==> src/rtl/weight_fetch_sequencer_pkg.sv <==
// Shared types for the layer weight fetch sequencer: ROM geometry, FSM states
// and the per-word tag that travels alongside each fetched weight.
package nar_pkg;

    localparam int unsigned ROM_ADDR_W = 8;
    localparam int unsigned ROM_DEPTH  = 256;

    typedef enum logic [1:0] {
        IDLE,
        FETCH,
        DRAIN,
        DONE
    } wfs_state_t;

    typedef struct packed {
        logic [ROM_ADDR_W-1:0] neuron_idx;
        logic [ROM_ADDR_W-1:0] in_idx;
        logic                  last;
        logic                  is_bias;
    } wfs_tag_t;

endpackage

==> src/rtl/weight_fetch_sequencer_skid_buf.sv <==
// Two-entry FIFO between the ROM read port and the weight stream; accepts a push
// and a pop in the same cycle even when full.
module wfs_skid_buf #(
    parameter int unsigned Width = 8
) (
    input  logic             clk,
    input  logic             rst_n,
    input  logic             push_i,
    input  logic [Width-1:0] push_data_i,
    input  logic             pop_i,
    output logic [Width-1:0] head_o,
    output logic [1:0]       occ_o
);

    logic [Width-1:0] mem_q [2];
    logic             head_q;
    logic [1:0]       occ_q, occ_d;
    logic             do_push, do_pop, wr_idx;

    always_comb begin
        do_pop  = pop_i && (occ_q != 2'd0);
        do_push = push_i && ((occ_q != 2'd2) || do_pop);
        // When full, the write lands in the slot being vacated by the pop.
        wr_idx  = head_q ^ occ_q[0];
        occ_d   = occ_q + {1'b0, do_push} - {1'b0, do_pop};
    end

    always_ff @(posedge clk or negedge rst_n) begin
        if (!rst_n) begin
            for (int i = 0; i < 2; i++) begin
                mem_q[i] <= '0;
            end
            head_q <= 1'b0;
            occ_q  <= 2'd0;
        end else begin
            if (do_push) begin
                mem_q[wr_idx] <= push_data_i;
            end
            if (do_pop) begin
                head_q <= ~head_q;
            end
            occ_q <= occ_d;
        end
    end

    assign head_o = mem_q[head_q];
    assign occ_o  = occ_q;

endmodule

==> src/rtl/weight_fetch_sequencer.sv <==
// Walks the layer weight ROM linearly and streams tagged words to the MAC.
// Define WFS_BIAS_FETCH_EN to append one bias word per neuron (adds w_is_bias_o).
module weight_fetch_sequencer
    import nar_pkg::*;
#(
    parameter int unsigned N           = 10,
    parameter int unsigned Q           = 8,
    parameter int unsigned NUM_INPUTS  = 16,
    parameter int unsigned NUM_NEURONS = 8,
    parameter int unsigned IDX_W       = 8
) (
    input  logic                  clk,
    input  logic                  rst_n,
    input  logic                  start_i,
    input  logic [ROM_ADDR_W-1:0] base_addr_i,
    output logic                  busy_o,
    output logic                  done_o,
    output logic [ROM_ADDR_W-1:0] rom_addr_o,
    input  logic [N-1:0]          rom_data_i,
    output logic                  w_valid_o,
    input  logic                  w_ready_i,
    output logic [N-1:0]          w_data_o,
    output logic [IDX_W-1:0]      w_in_idx_o,
    output logic [IDX_W-1:0]      w_neuron_idx_o,
    output logic                  w_last_o
`ifdef WFS_BIAS_FETCH_EN
    ,
    output logic                  w_is_bias_o
`endif
);

`ifdef WFS_BIAS_FETCH_EN
    localparam int unsigned BiasWords = 1;
`else
    localparam int unsigned BiasWords = 0;
`endif
    localparam int unsigned WordsPerNeuron = NUM_INPUTS + BiasWords;
    localparam int unsigned TotalWords     = NUM_NEURONS * WordsPerNeuron;
    localparam int unsigned TagW           = $bits(wfs_tag_t);
    localparam int unsigned CntW           = ROM_ADDR_W + 1;

    if (TotalWords > ROM_DEPTH || TotalWords == 0) begin : g_size_check
        $error("weight_fetch_sequencer: total words must be 1..256");
    end
    if (Q >= N) begin : g_q_check
        $error("weight_fetch_sequencer: Q must be smaller than N");
    end

    wfs_state_t            state_q, state_d;
    logic [ROM_ADDR_W-1:0] addr_q, addr_d;
    logic [CntW-1:0]       cnt_q, cnt_d;
    logic [ROM_ADDR_W-1:0] in_idx_q, in_idx_d;
    logic [ROM_ADDR_W-1:0] neuron_q, neuron_d;
    logic                  pend_q;
    wfs_tag_t              tag_q, tag_d, cur_tag, head_tag;

    logic [1:0]            occ, occ_left;
    logic                  issue, last_issue, pop, in_wrap;
    logic [N+TagW-1:0]     head;

    assign w_valid_o = (occ != 2'd0);
    assign pop       = w_valid_o && w_ready_i;

    always_comb begin
        in_wrap            = (in_idx_q == ROM_ADDR_W'(WordsPerNeuron - 1));
        cur_tag.neuron_idx = neuron_q;
        cur_tag.in_idx     = in_idx_q;
        cur_tag.last       = in_wrap;
`ifdef WFS_BIAS_FETCH_EN
        cur_tag.is_bias    = (in_idx_q == ROM_ADDR_W'(NUM_INPUTS));
`else
        cur_tag.is_bias    = 1'b0;
`endif
        // A slot freed by this cycle's transfer counts as available, which keeps
        // the stream at one word per cycle when the consumer never stalls.
        occ_left   = occ - {1'b0, pop};
        issue      = (state_q == FETCH) && ((occ_left + {1'b0, pend_q}) < 2'd2);
        last_issue = issue && (cnt_q == CntW'(TotalWords - 1));
    end

    always_comb begin
        state_d = state_q;
        unique case (state_q)
            IDLE:  if (start_i) state_d = FETCH;
            FETCH: if (last_issue) state_d = DRAIN;
            DRAIN: if (!pend_q && (occ == 2'd1) && pop) state_d = DONE;
            DONE:  state_d = IDLE;
            default: state_d = IDLE;
        endcase
    end

    always_comb begin
        addr_d   = addr_q;
        cnt_d    = cnt_q;
        in_idx_d = in_idx_q;
        neuron_d = neuron_q;
        tag_d    = tag_q;
        if (state_q == IDLE && start_i) begin
            addr_d   = base_addr_i;
            cnt_d    = '0;
            in_idx_d = '0;
            neuron_d = '0;
        end
        if (issue) begin
            addr_d = addr_q + 1'b1;
            cnt_d  = cnt_q + 1'b1;
            tag_d  = cur_tag;
            if (in_wrap) begin
                in_idx_d = '0;
                neuron_d = neuron_q + 1'b1;
            end else begin
                in_idx_d = in_idx_q + 1'b1;
            end
        end
    end

    always_ff @(posedge clk or negedge rst_n) begin
        if (!rst_n) begin
            state_q  <= IDLE;
            addr_q   <= '0;
            cnt_q    <= '0;
            in_idx_q <= '0;
            neuron_q <= '0;
            pend_q   <= 1'b0;
            tag_q    <= '0;
        end else begin
            state_q  <= state_d;
            addr_q   <= addr_d;
            cnt_q    <= cnt_d;
            in_idx_q <= in_idx_d;
            neuron_q <= neuron_d;
            pend_q   <= issue;
            tag_q    <= tag_d;
        end
    end

    wfs_skid_buf #(
        .Width(N + TagW)
    ) u_skid (
        .clk        (clk),
        .rst_n      (rst_n),
        .push_i     (pend_q),
        .push_data_i({rom_data_i, tag_q}),
        .pop_i      (pop),
        .head_o     (head),
        .occ_o      (occ)
    );

    assign {w_data_o, head_tag} = head;
    assign rom_addr_o     = addr_q;
    assign busy_o         = (state_q != IDLE);
    assign done_o         = (state_q == DONE);
    assign w_in_idx_o     = IDX_W'(head_tag.in_idx);
    assign w_neuron_idx_o = IDX_W'(head_tag.neuron_idx);
    assign w_last_o       = head_tag.last;
`ifdef WFS_BIAS_FETCH_EN
    assign w_is_bias_o    = head_tag.is_bias;
`else
    logic unused_is_bias;
    assign unused_is_bias = head_tag.is_bias;
`endif

endmodule

==> config.mk <==
export PLATFORM = sky130hd
export DESIGN_NAME = weight_fetch_sequencer
export DESIGN_NICKNAME = d
export VERILOG_FILES = /design/src/rtl/weight_fetch_sequencer_pkg.sv /design/src/rtl/weight_fetch_sequencer_skid_buf.sv /design/src/rtl/weight_fetch_sequencer.sv
export SDC_FILE = /design/constraint.sdc
export NUM_CORES = 1
export LEC_CHECK = 0
export BUFFER_PORTS_ARGS = -buffer_cell sky130_fd_sc_hd__buf_2
export CORE_ASPECT_RATIO = 0.5
export CORE_MARGIN = 1
export CORE_UTILIZATION = 40
export DETAILED_ROUTE_END_ITERATION = 8
export PLACE_DENSITY = 0.61
export SYNTH_ARGS = -nofsm -noshare
export SYNTH_HDL_FRONTEND = slang
export SYNTH_SLANG_ARGS = --single-unit
==> constraint.sdc <==
create_clock -name clk -period 3.15 [get_ports clk]
set_input_delay 0.315 -clock clk [delete_from_list [all_inputs] [get_ports clk]]
set_output_delay 0.315 -clock clk [all_outputs]
set_load 0.01 [all_outputs]
==> results of run 1 <==
Yosys cell counts, types with 3 or more instances:
cell type	number	area share (%)
or3_1	4	0.48
nor4_1	5	0.60
o21ai_0	28	2.7
a21oi_1	15	1.5
inv_1	18	1.3
buf_2	11	1.1
o22ai_1	5	0.60
o21ai_1	3	0.29
dfrtp_1	110	53
buf_4	5	0.73
nand3_1	15	1.5
and3_1	14	1.7
nor3_1	5	0.48
mux2_2	83	18
a21o_1	3	0.44
ha_1	12	2.9
a31oi_1	3	0.36
and2_1	3	0.36
mux2i_1	5	0.97
nand2_1	72	5.2
nor2_1	6	0.44
xnor2_1	4	0.68
critical path: cells and delay by family (launching register included):
| family | cells | cell delay [ps] |
|---|---|---|
| xor gates and xnor gates | 1 | 700 |
| buffers and inverters | 2 | 320 |
| DFF | 1 | 430 |
| and+or+nand+nor | 5 | 730 |
| AOI/OAI and AO/OA | 1 | 250 |
| adders and majority gates | 1 | 260 |
cell families after synthesis:
| family | Yosys count | synth area share (%) |
|---|---|---|
| muxes | 88 | 19.0 |
| AOI/OAI and AO/OA | 67 | 7.81 |
| adders and majority gates | 12 | 2.90 |
| buffers and inverters | 38 | 3.53 |
| and+or+nand+nor | 134 | 12.1 |
| DFF | 110 | 53.2 |
| xor gates and xnor gates | 7 | 1.47 |
flip-flops by register name (all words and copies together) (netlist names), 2 cells and up:
register,cells
cnt_q,9
in_idx_q,8
neuron_q,8
rom_addr_o,8
state_q,2
tag_q,17
u_skid.mem_q,54
u_skid.occ_o,2
through the flow:
stage               hold WS [ps]  worst slack, ps  util, %  total power, uW
floorplan                   19.4              827        -             4370
detailed placement           407              341     46.3             5140
CTS                         14.6              336     48.7             6270
global route                51.1              133     48.7             6720
global placement             399              369     46.3             5090
finish                     -4.83              350     48.7             6180
metal layers:
| metal | GRT usage, % | vias up | part of all wire (%) |
|---|---|---|---|
| met4 | 5.61 | 0 | 1.3 |
| li1 | - | 1727 | - |
| met1 | 22.1 | 1718 | 51 |
| met5 | 0 | - | 0 |
| met2 | 26.4 | 60 | 44 |
| met3 | 4.85 | 11 | 4.0 |
cell type report:
cell class                 instances  area (um^2)
fill                            1086         6250
sequential                       110         2750
multi-input combinational        308         2240
timing repair buffer              68          378
clock buffer                      10          239
tap                              165          206
inverter                          19         71.3
clock inverter                     6         51.3
worst max-delay path by stage:
stage,slack (ps),end,start,cells after the start
3_5_place_dp,340,neuron_q[6],u_skid.occ_o[1],10
2_1_floorplan,830,state_q[1],u_skid.occ_o[1],9
3_3_place_gp,370,rom_addr_o[3],u_skid.occ_o[1],8
5_1_grt,130,rom_addr_o[2],u_skid.occ_o[1],9
6_report,350,neuron_q[6],u_skid.occ_o[1],10
4_1_cts,340,neuron_q[6],u_skid.occ_o[1],10
power by group:
group          internal, uW  total [uW]  switching, uW  leakage, uW
logic                  1300        3000           1700      0.00138
registers              1820        2070            249      0.00140
clock network           573        1110            533     0.000146
cell usage in the layout (no fill, tap or decap), types with 2 or more instances in the layout:
cell | netlist | layout
a31oi_1 | 3 | 3
a21o_1 | 3 | 3
a22o_1 | 2 | 2
nand3_1 | 15 | 15
buf_2 | 11 | 58
nor2_1 | 6 | 6
and2_1 | 3 | 3
clkbuf_16 | 0 | 9
o22ai_1 | 5 | 5
nor3_1 | 5 | 5
xnor2_1 | 4 | 4
mux2i_1 | 5 | 5
nor4_1 | 5 | 5
o21ai_1 | 3 | 3
o31ai_1 | 2 | 2
ha_1 | 12 | 12
inv_1 | 18 | 18
buf_4 | 5 | 9
and3_1 | 14 | 14
dfrtp_1 | 110 | 110
mux2_2 | 83 | 83
nand2_2 | 2 | 2
inv_6 | 0 | 3
o21ai_0 | 28 | 28
or3_1 | 4 | 4
a21oi_1 | 15 | 15
nand2_1 | 72 | 72
nor2b_1 | 2 | 2
==> flow_summary.toml, run 1 <==
[floorplanning]
coreArea_um2 = 12200
die_w_um = 163
io_pins = 60
die_area_um2 = 13400
die_y_um = 82.4
initial_core_util_pct = 42.5
rows = 28

[synthesis]
ys_warn_count = 0
ys_types = 44
synth.avg_cell_area_um2 = 11.4
netlist_area_um2 = 5180
synth-seq-cells = 110
synth-main-ff-cell = "dfrtp_1"
synth_nets = 490
synth_edf_count = 0
yosysSeqAreaShare_pct = 53.2
synthArstFlopShare_pct = 100
syn_inst = 456

[drt]
antenna_left = 0
wire_per_inst_um = 14.7
drcViolationCount = 0
finalWirelength_mm = 10.1
vias = 3516
drtIter0Drc = 260
routed_via_density = 5.13
drt-pass1-iter-count = 4

[cells_and_area]
final_cells = 686
finish.net_count = 550
drive_above_1_share_pct = 33.8
synthToLayoutAreaGrowth_pct = 14.7
finish.instance_area_um2 = 5940
num_antenna_cells = 0

[placed_design]
placed_cells = 670
dp_hpwl_mm = 6.57
io_buffers = 59
place_area_um2 = 5650
place_congestion = 0.757

[sta]
hold_viol = 10
final_max_slew_viol_count = 0
fin_crit_ps = 2800
relSlewSlack_pct = 40.9
rsz0062_at_grt = "no"
worst_slew_pin_slew_ps = 881
period_share_pct = 88.9
fin_tns_setup_ps = 0
finalSetupViolations = 0
max_freq_ghz = 0.357
hold_ws_ps = -4.83
skew_ps = 7.09

[flow_run]
cap_violations = 0

[critical_path]
setup.worst_path.class = "flip-flop to flip-flop"
cp.arrival_ps = 3040
r2r-start = "u_skid.occ_o[1]"
critPathMaxFanout = 14
cpPeakStageDelay_ps = 700
slowest_stage = "xnor2_1"
reg2reg_depth = 10
r2r_slack_ps = 350
cp.required_ps = 3390
path_cells = "inv_1, nand2_1, and2_1, ha_1, and2b_1, xnor2_1, nor3_2, buf_4, and3_1, a221o_1"
start_kind = "flip-flop"
cp-end-kind = "flip-flop"
reg2reg_to = "neuron_q[6]"

[clock_tree]
cts_root_buf = "clkbuf_16"
clkTransAtPathRegs_ps = 70
cts.sinks = 110
cts_buffers = 9
cts_setup_buffers = 0
cts_tree = "done"
cts_resized = 0
ctsHtreeMaxLevel = 3
postCtsHoldBufs = 0
clock_path_buffers = 2
clock_latency_ps = 350

[power]
p_leak_uw = 0.00293
power.density_nw_per_um2 = 1040
peakVddDrop_mv = 0.733

[run_status]
violations = "hold timing"
status = "complete, but fails checks"

[grt]
grt_pass1_wl_mm = 17.1
grt_usage_pct = 16.6
overflow = 0
grt_max_degree = 62
antenna_found_initial = 0
grt_pass1_vias = 3498

[worst_hold_path]
min_path_type = "primary input to asynchronous set/reset pin"
Note: power is estimated with default switching activity, not from simulation.
==> run 2: changes to the inputs <==
- MAX_ROUTING_LAYER: default -> met4
==> run 2 against run 1 <==
Die area did not move; setup slack better by 2.3 ps; critical path depth stayed put; register-to-register slack hardly changed; utilization did not move; the flow still finishes with violations (hold timing); sequential power hardly changed; wire length shrank 0.12%; final cell count stayed put; first-iteration DRC count down 3.5%.
==> flow_summary.toml, run 2 (synthesis results as in run 1) <==
[sta]
max_freq_ghz = 0.357
period_share_pct = 88.8
hold_viol = 10
fin_tns_setup_ps = 0
final_max_slew_viol_count = 0
skew_ps = 6.91
relSlewSlack_pct = 41.3
finalSetupViolations = 0
worst_slew_pin_slew_ps = 875
fin_crit_ps = 2800
rsz0062_at_grt = "no"
hold_ws_ps = -4.67

[cells_and_area]
final_cell_mix = "dfrtp_1 (110), mux2_2 (83), nand2_1 (72), buf_2 (58), o21ai_0 (28)"
final_cells = 686
synthToLayoutAreaGrowth_pct = 14.7
drive_above_1_share_pct = 33.8
fin_util_pct = 48.7
num-fill-cells = 1086
regArea_um2 = 2750
num_antenna_cells = 0
multi_input_area_um2 = 2240
reg.largest.list = "u_skid.mem_q x54, tag_q x17, cnt_q x9"
regMostFlops = "u_skid.mem_q"
layout_commonest_cell = "dfrtp_1"
finish.net_count = 550
largest_reg_flops = 54

[clock_tree]
cts_root_buf = "clkbuf_16"
clock_path_buffers = 2
clock_latency_ps = 350
cts_buffers = 9
clkTransAtPathRegs_ps = 70
cts_tree = "done"
postCtsHoldBufs = 0
cts.sinks = 110
cts_setup_buffers = 0
ctsHtreeMaxLevel = 3
cts_resized = 0

[floorplanning]
initial_core_util_pct = 42.5
coreArea_um2 = 12200
rows = 28
io_pins = 60
die_w_um = 163
die_y_um = 82.4
die_area_um2 = 13400

[critical_path]
slowest_stage = "xnor2_1"
cp-end-kind = "flip-flop"
critPathMaxFanout = 14
start_kind = "flip-flop"
cpPeakStageDelay_ps = 700
reg2reg_to = "neuron_q[6]"
cp.required_ps = 3380
setup.worst_path.class = "flip-flop to flip-flop"
cp.arrival_ps = 3030
r2r-start = "u_skid.occ_o[1]"
path_buf_inv = 2
path_cells = "inv_1, nand2_1, and2_1, ha_1, and2b_1, xnor2_1, nor3_2, buf_4, and3_1, a221o_1"
crit_family = "simple AND/OR/NAND/NOR gates"
reg2reg_depth = 10
r2r_slack_ps = 350

[grt]
grt_pass1_vias = 3496
antenna_found_initial = 0
grt_max_degree = 62
overflow = 0
grt_pass1_wl_mm = 17.2
grt_usage_pct = 17.2

[worst_hold_path]
min_path_type = "primary input to asynchronous set/reset pin"

[drt]
drcViolationCount = 0
vias = 3521
wire_per_inst_um = 14.6
finalWirelength_mm = 10.0
antenna_left = 0
drt-pass1-iter-count = 4
routed_via_density = 5.13
drtIter0Drc = 251

[power]
power.density_nw_per_um2 = 1040
peakVddDrop_mv = 0.735
p_leak_uw = 0.00293
p_total_uw = 6180

[run_status]
status = "complete, but fails checks"
violations = "hold timing"

[placed_design]
placed_cells = 670
io_buffers = 59
place_congestion = 0.767
dp_hpwl_mm = 6.57

[flow_run]
cap_violations = 0
==> run 2: cell counts in the layout (fill, tap and decap cells not counted) <==
Identical to the previous run, type by type.
==> run 2: where the power goes <==
part / switching (uW) / total, uW / leakage (uW) / internal [uW]
registers: 248 / 2070 / 0.00140 / 1820
logic: 1700 / 3010 / 0.00138 / 1300
clock network: 533 / 1110 / 0.000146 / 573
total: 2490 / 6180 / 0.00293 / 3700
==> run 2: metrics by stage <==
step	area, um^2	hold WS, ps	worst slack (ps)
floorplan	5180	19.4	827
global placement	5650	399	369
detailed placement	5650	407	341
CTS	5940	14.6	336
global route	5940	52.8	133
finish	5940	-4.67	352
==> run 2: how the worst max path moves through the flow <==
stage                     to       startpoint  slack (ps)  cells past startpoint
2_1_floorplan     state_q[1]  u_skid.occ_o[1]         830                      9
3_5_place_dp     neuron_q[6]  u_skid.occ_o[1]         340                     10
5_1_grt        rom_addr_o[2]  u_skid.occ_o[1]         130                      9
3_3_place_gp   rom_addr_o[3]  u_skid.occ_o[1]         370                      8
6_report         neuron_q[6]  u_skid.occ_o[1]         350                     10
4_1_cts          neuron_q[6]  u_skid.occ_o[1]         340                     10
==> run 2: worst reg2reg max path, delay by kind of cell, from the launching register on <==
kind | cells | cell delay (ps)
AO/OA/AOI/OAI | 1 | 250
adder cells (fa/ha/maj) | 1 | 260
flip-flops | 1 | 430
AND/OR/NAND/NOR | 5 | 730
buffers and inverters | 2 | 320
XOR/XNOR | 1 | 700
==> run 2: area by class of cell <==
class | count | area share, %
Clock inverter | 6 | 0.864
Clock buffer | 10 | 4.02
Inverter | 19 | 1.20
Timing Repair Buffer | 68 | 6.36
Tap cell | 165 | 3.48
Sequential cell | 110 | 46.3
Multi-Input combinational cell | 308 | 37.7
==> run 2: per-layer routing <==
| layer | vias to the layer above | wire length [um] | global-route usage (%) |
|---|---|---|---|
| met2 | 66 | 4450 | 26.3 |
| met3 | 6 | 400 | 4.30 |
| met1 | 1725 | 5100 | 22.3 |
| li1 | 1724 | - | - |
| met4 | 0 | 96 | 6.45 |
| met5 | - | 0 | - |
==> run 3: changes to the inputs <==
- REMOVE_ABC_BUFFERS: default -> 1
==> run 3 against run 2 <==
The flow now finishes without violations; largest cell class unchanged; via count fell by 2.0%; register-to-register slack improved by 110 ps; count of clock-buffer cells in the layout fell by 1; clock skew fell by 2.1 ps; highest routed layer unchanged; non-clock buffer count rose by 1; global-route usage fell by 0.57 points; critical endpoint unchanged; total power rose by 0.86%; setup slack improved by 110 ps; flip-flop and latch count did not move; worst hold slack improved by 210 ps.
==> flow_summary.toml, run 3 (synthesis results as in run 1) <==
[placed_design]
io_buffers = 59
pre_cts_ws_ps = 115
place_congestion = 0.805
dp_hpwl_mm = 6.43
placed_cells = 670

[cells_and_area]
synthToLayoutAreaGrowth_pct = 15.4
layout_commonest_cell = "dfrtp_1"
num_antenna_cells = 0
drive_above_1_share_pct = 33.9
final_cells = 687
finish.net_count = 551
final_cell_mix = "dfrtp_1 (110), mux2_2 (83), nand2_1 (72), buf_2 (58), o21ai_0 (28)"
largest_reg_flops = 54
reg.largest.list = "u_skid.mem_q x54, tag_q x17, cnt_q x9"
fin_util_pct = 49.0
regMostFlops = "u_skid.mem_q"

[drt]
finalWirelength_mm = 9.84
routed_via_density = 5.02
drtIter0Drc = 216
antenna_left = 0
wire_per_inst_um = 14.3
drt-pass1-iter-count = 4
vias = 3452
drcViolationCount = 0

[grt]
grt_max_degree = 76
grt_pass1_vias = 3291
grt_usage_pct = 16.6
grt_pass1_wl_mm = 16.5
overflow = 0
antenna_found_initial = 0

[floorplanning]
rows = 28
io_pins = 60
coreArea_um2 = 12200
die_y_um = 82.4
die_area_um2 = 13400
die_w_um = 163
initial_core_util_pct = 42.5

[clock_tree]
ctsHtreeMaxLevel = 3
cts_buffers = 9
clock_path_buffers = 2
cts_tree = "done"
cts.sinks = 110
clock_latency_ps = 350
cts_root_buf = "clkbuf_16"
clkTransAtPathRegs_ps = 70

[sta]
relSlewSlack_pct = 52.3
period_share_pct = 85.2
max_freq_ghz = 0.372
fin_crit_ps = 2690
rsz0062_at_grt = "no"
finalSetupViolations = 0
fin_tns_setup_ps = 0
skew_ps = 4.82
timing.final.ws_setup_ps = 465
final_max_slew_viol_count = 0
hold_ws_ps = 208
worst_slew_pin_slew_ps = 712
hold_viol = 0

[critical_path]
setup.worst_path.class = "flip-flop to flip-flop"
cp-end-kind = "flip-flop"
cp.arrival_ps = 2920
cp.required_ps = 3390
crit_start = "u_skid.occ_o[1]"
start_kind = "flip-flop"
critPathMaxFanout = 14
r2r-start = "u_skid.occ_o[1]"

[worst_hold_path]
min_path_type = "primary input to flip-flop"
hp-start = "rom_data_i[0]"

[power]
power.density_nw_per_um2 = 1040
peakVddDrop_mv = 0.546
p_leak_uw = 0.00294

[run_status]
status = "complete, no violations"

[flow_run]
cap_violations = 0
-- run 3: changes by cell type in the layout (fill, tap and decap cells not counted), sizes merged --
cell / before / now
bufinv: 0 / 1
clkbuf: 10 / 9
clkinv: 2 / 4
dlygate4sd3: 0 / 1
inv: 23 / 21
-- run 3: final timing paths --
path	to	slack, ps	cells after the start
max reg2reg	neuron_q[6]	460	10
min reg2reg	cnt_q[8]	490	1
max	neuron_q[6]	460	10
min in group asynchronous	state_q[0]	470	2
max in group asynchronous	u_skid.mem_q[27]	1930	3
min	u_skid.mem_q[18]	210	2
-- run 3: per-stage QoR --
stage | area, um^2 | power (uW)
4_1_cts | 5970 | 6310
5_1_grt | 5970 | 6770
6_report | 5970 | 6240
3_5_place_dp | 5650 | 5120
2_1_floorplan | 5060 | 4130
3_3_place_gp | 5650 | 5060
-- run 3: cell type report --
type | count | area (um^2)
fillers | 1114 | 6220
flip-flops and latches | 110 | 2750
repair buffers | 69 | 388
clock buffers | 9 | 225
well taps | 165 | 206
multi-input cells | 308 | 2250
inverters | 19 | 71.3
clock inverters | 7 | 81.3
-- run 3: critical path: stages, from the launching register on --
cell,delay [ps]
dfrtp_1,430
inv_1,110
nand2_1,80
and2_1,180
ha_1,270
and2b_1,220
xnor2_2,560
nor3_2,90
buf_4,200
and3_1,170
a221o_1,250
-- run 3: power by group --
group          switching [uW]  leakage (uW)  total [uW]  internal [uW]
registers                 246       0.00140        2070           1820
clock network             536      0.000152        1160            628
logic                    1690       0.00139        3000           1310
-- run 3: repair_timing --
| action | 4_1_cts | 5_1_grt |
|---|---|---|
| setup endpoints to repair | 0 | 8 |
| hold buffers | 1 | 0 |
| resized for setup | 0 | 1 |
| hold endpoints to repair | 35 | 0 |
| setup buffers | 0 | 0 |
-- run 3: layer usage --
layer	GRT usage [%]	routed length (um)
met1	22.3	5160
met2	24.3	4140
met5	-	0
met4	5.42	116
met3	4.65	420
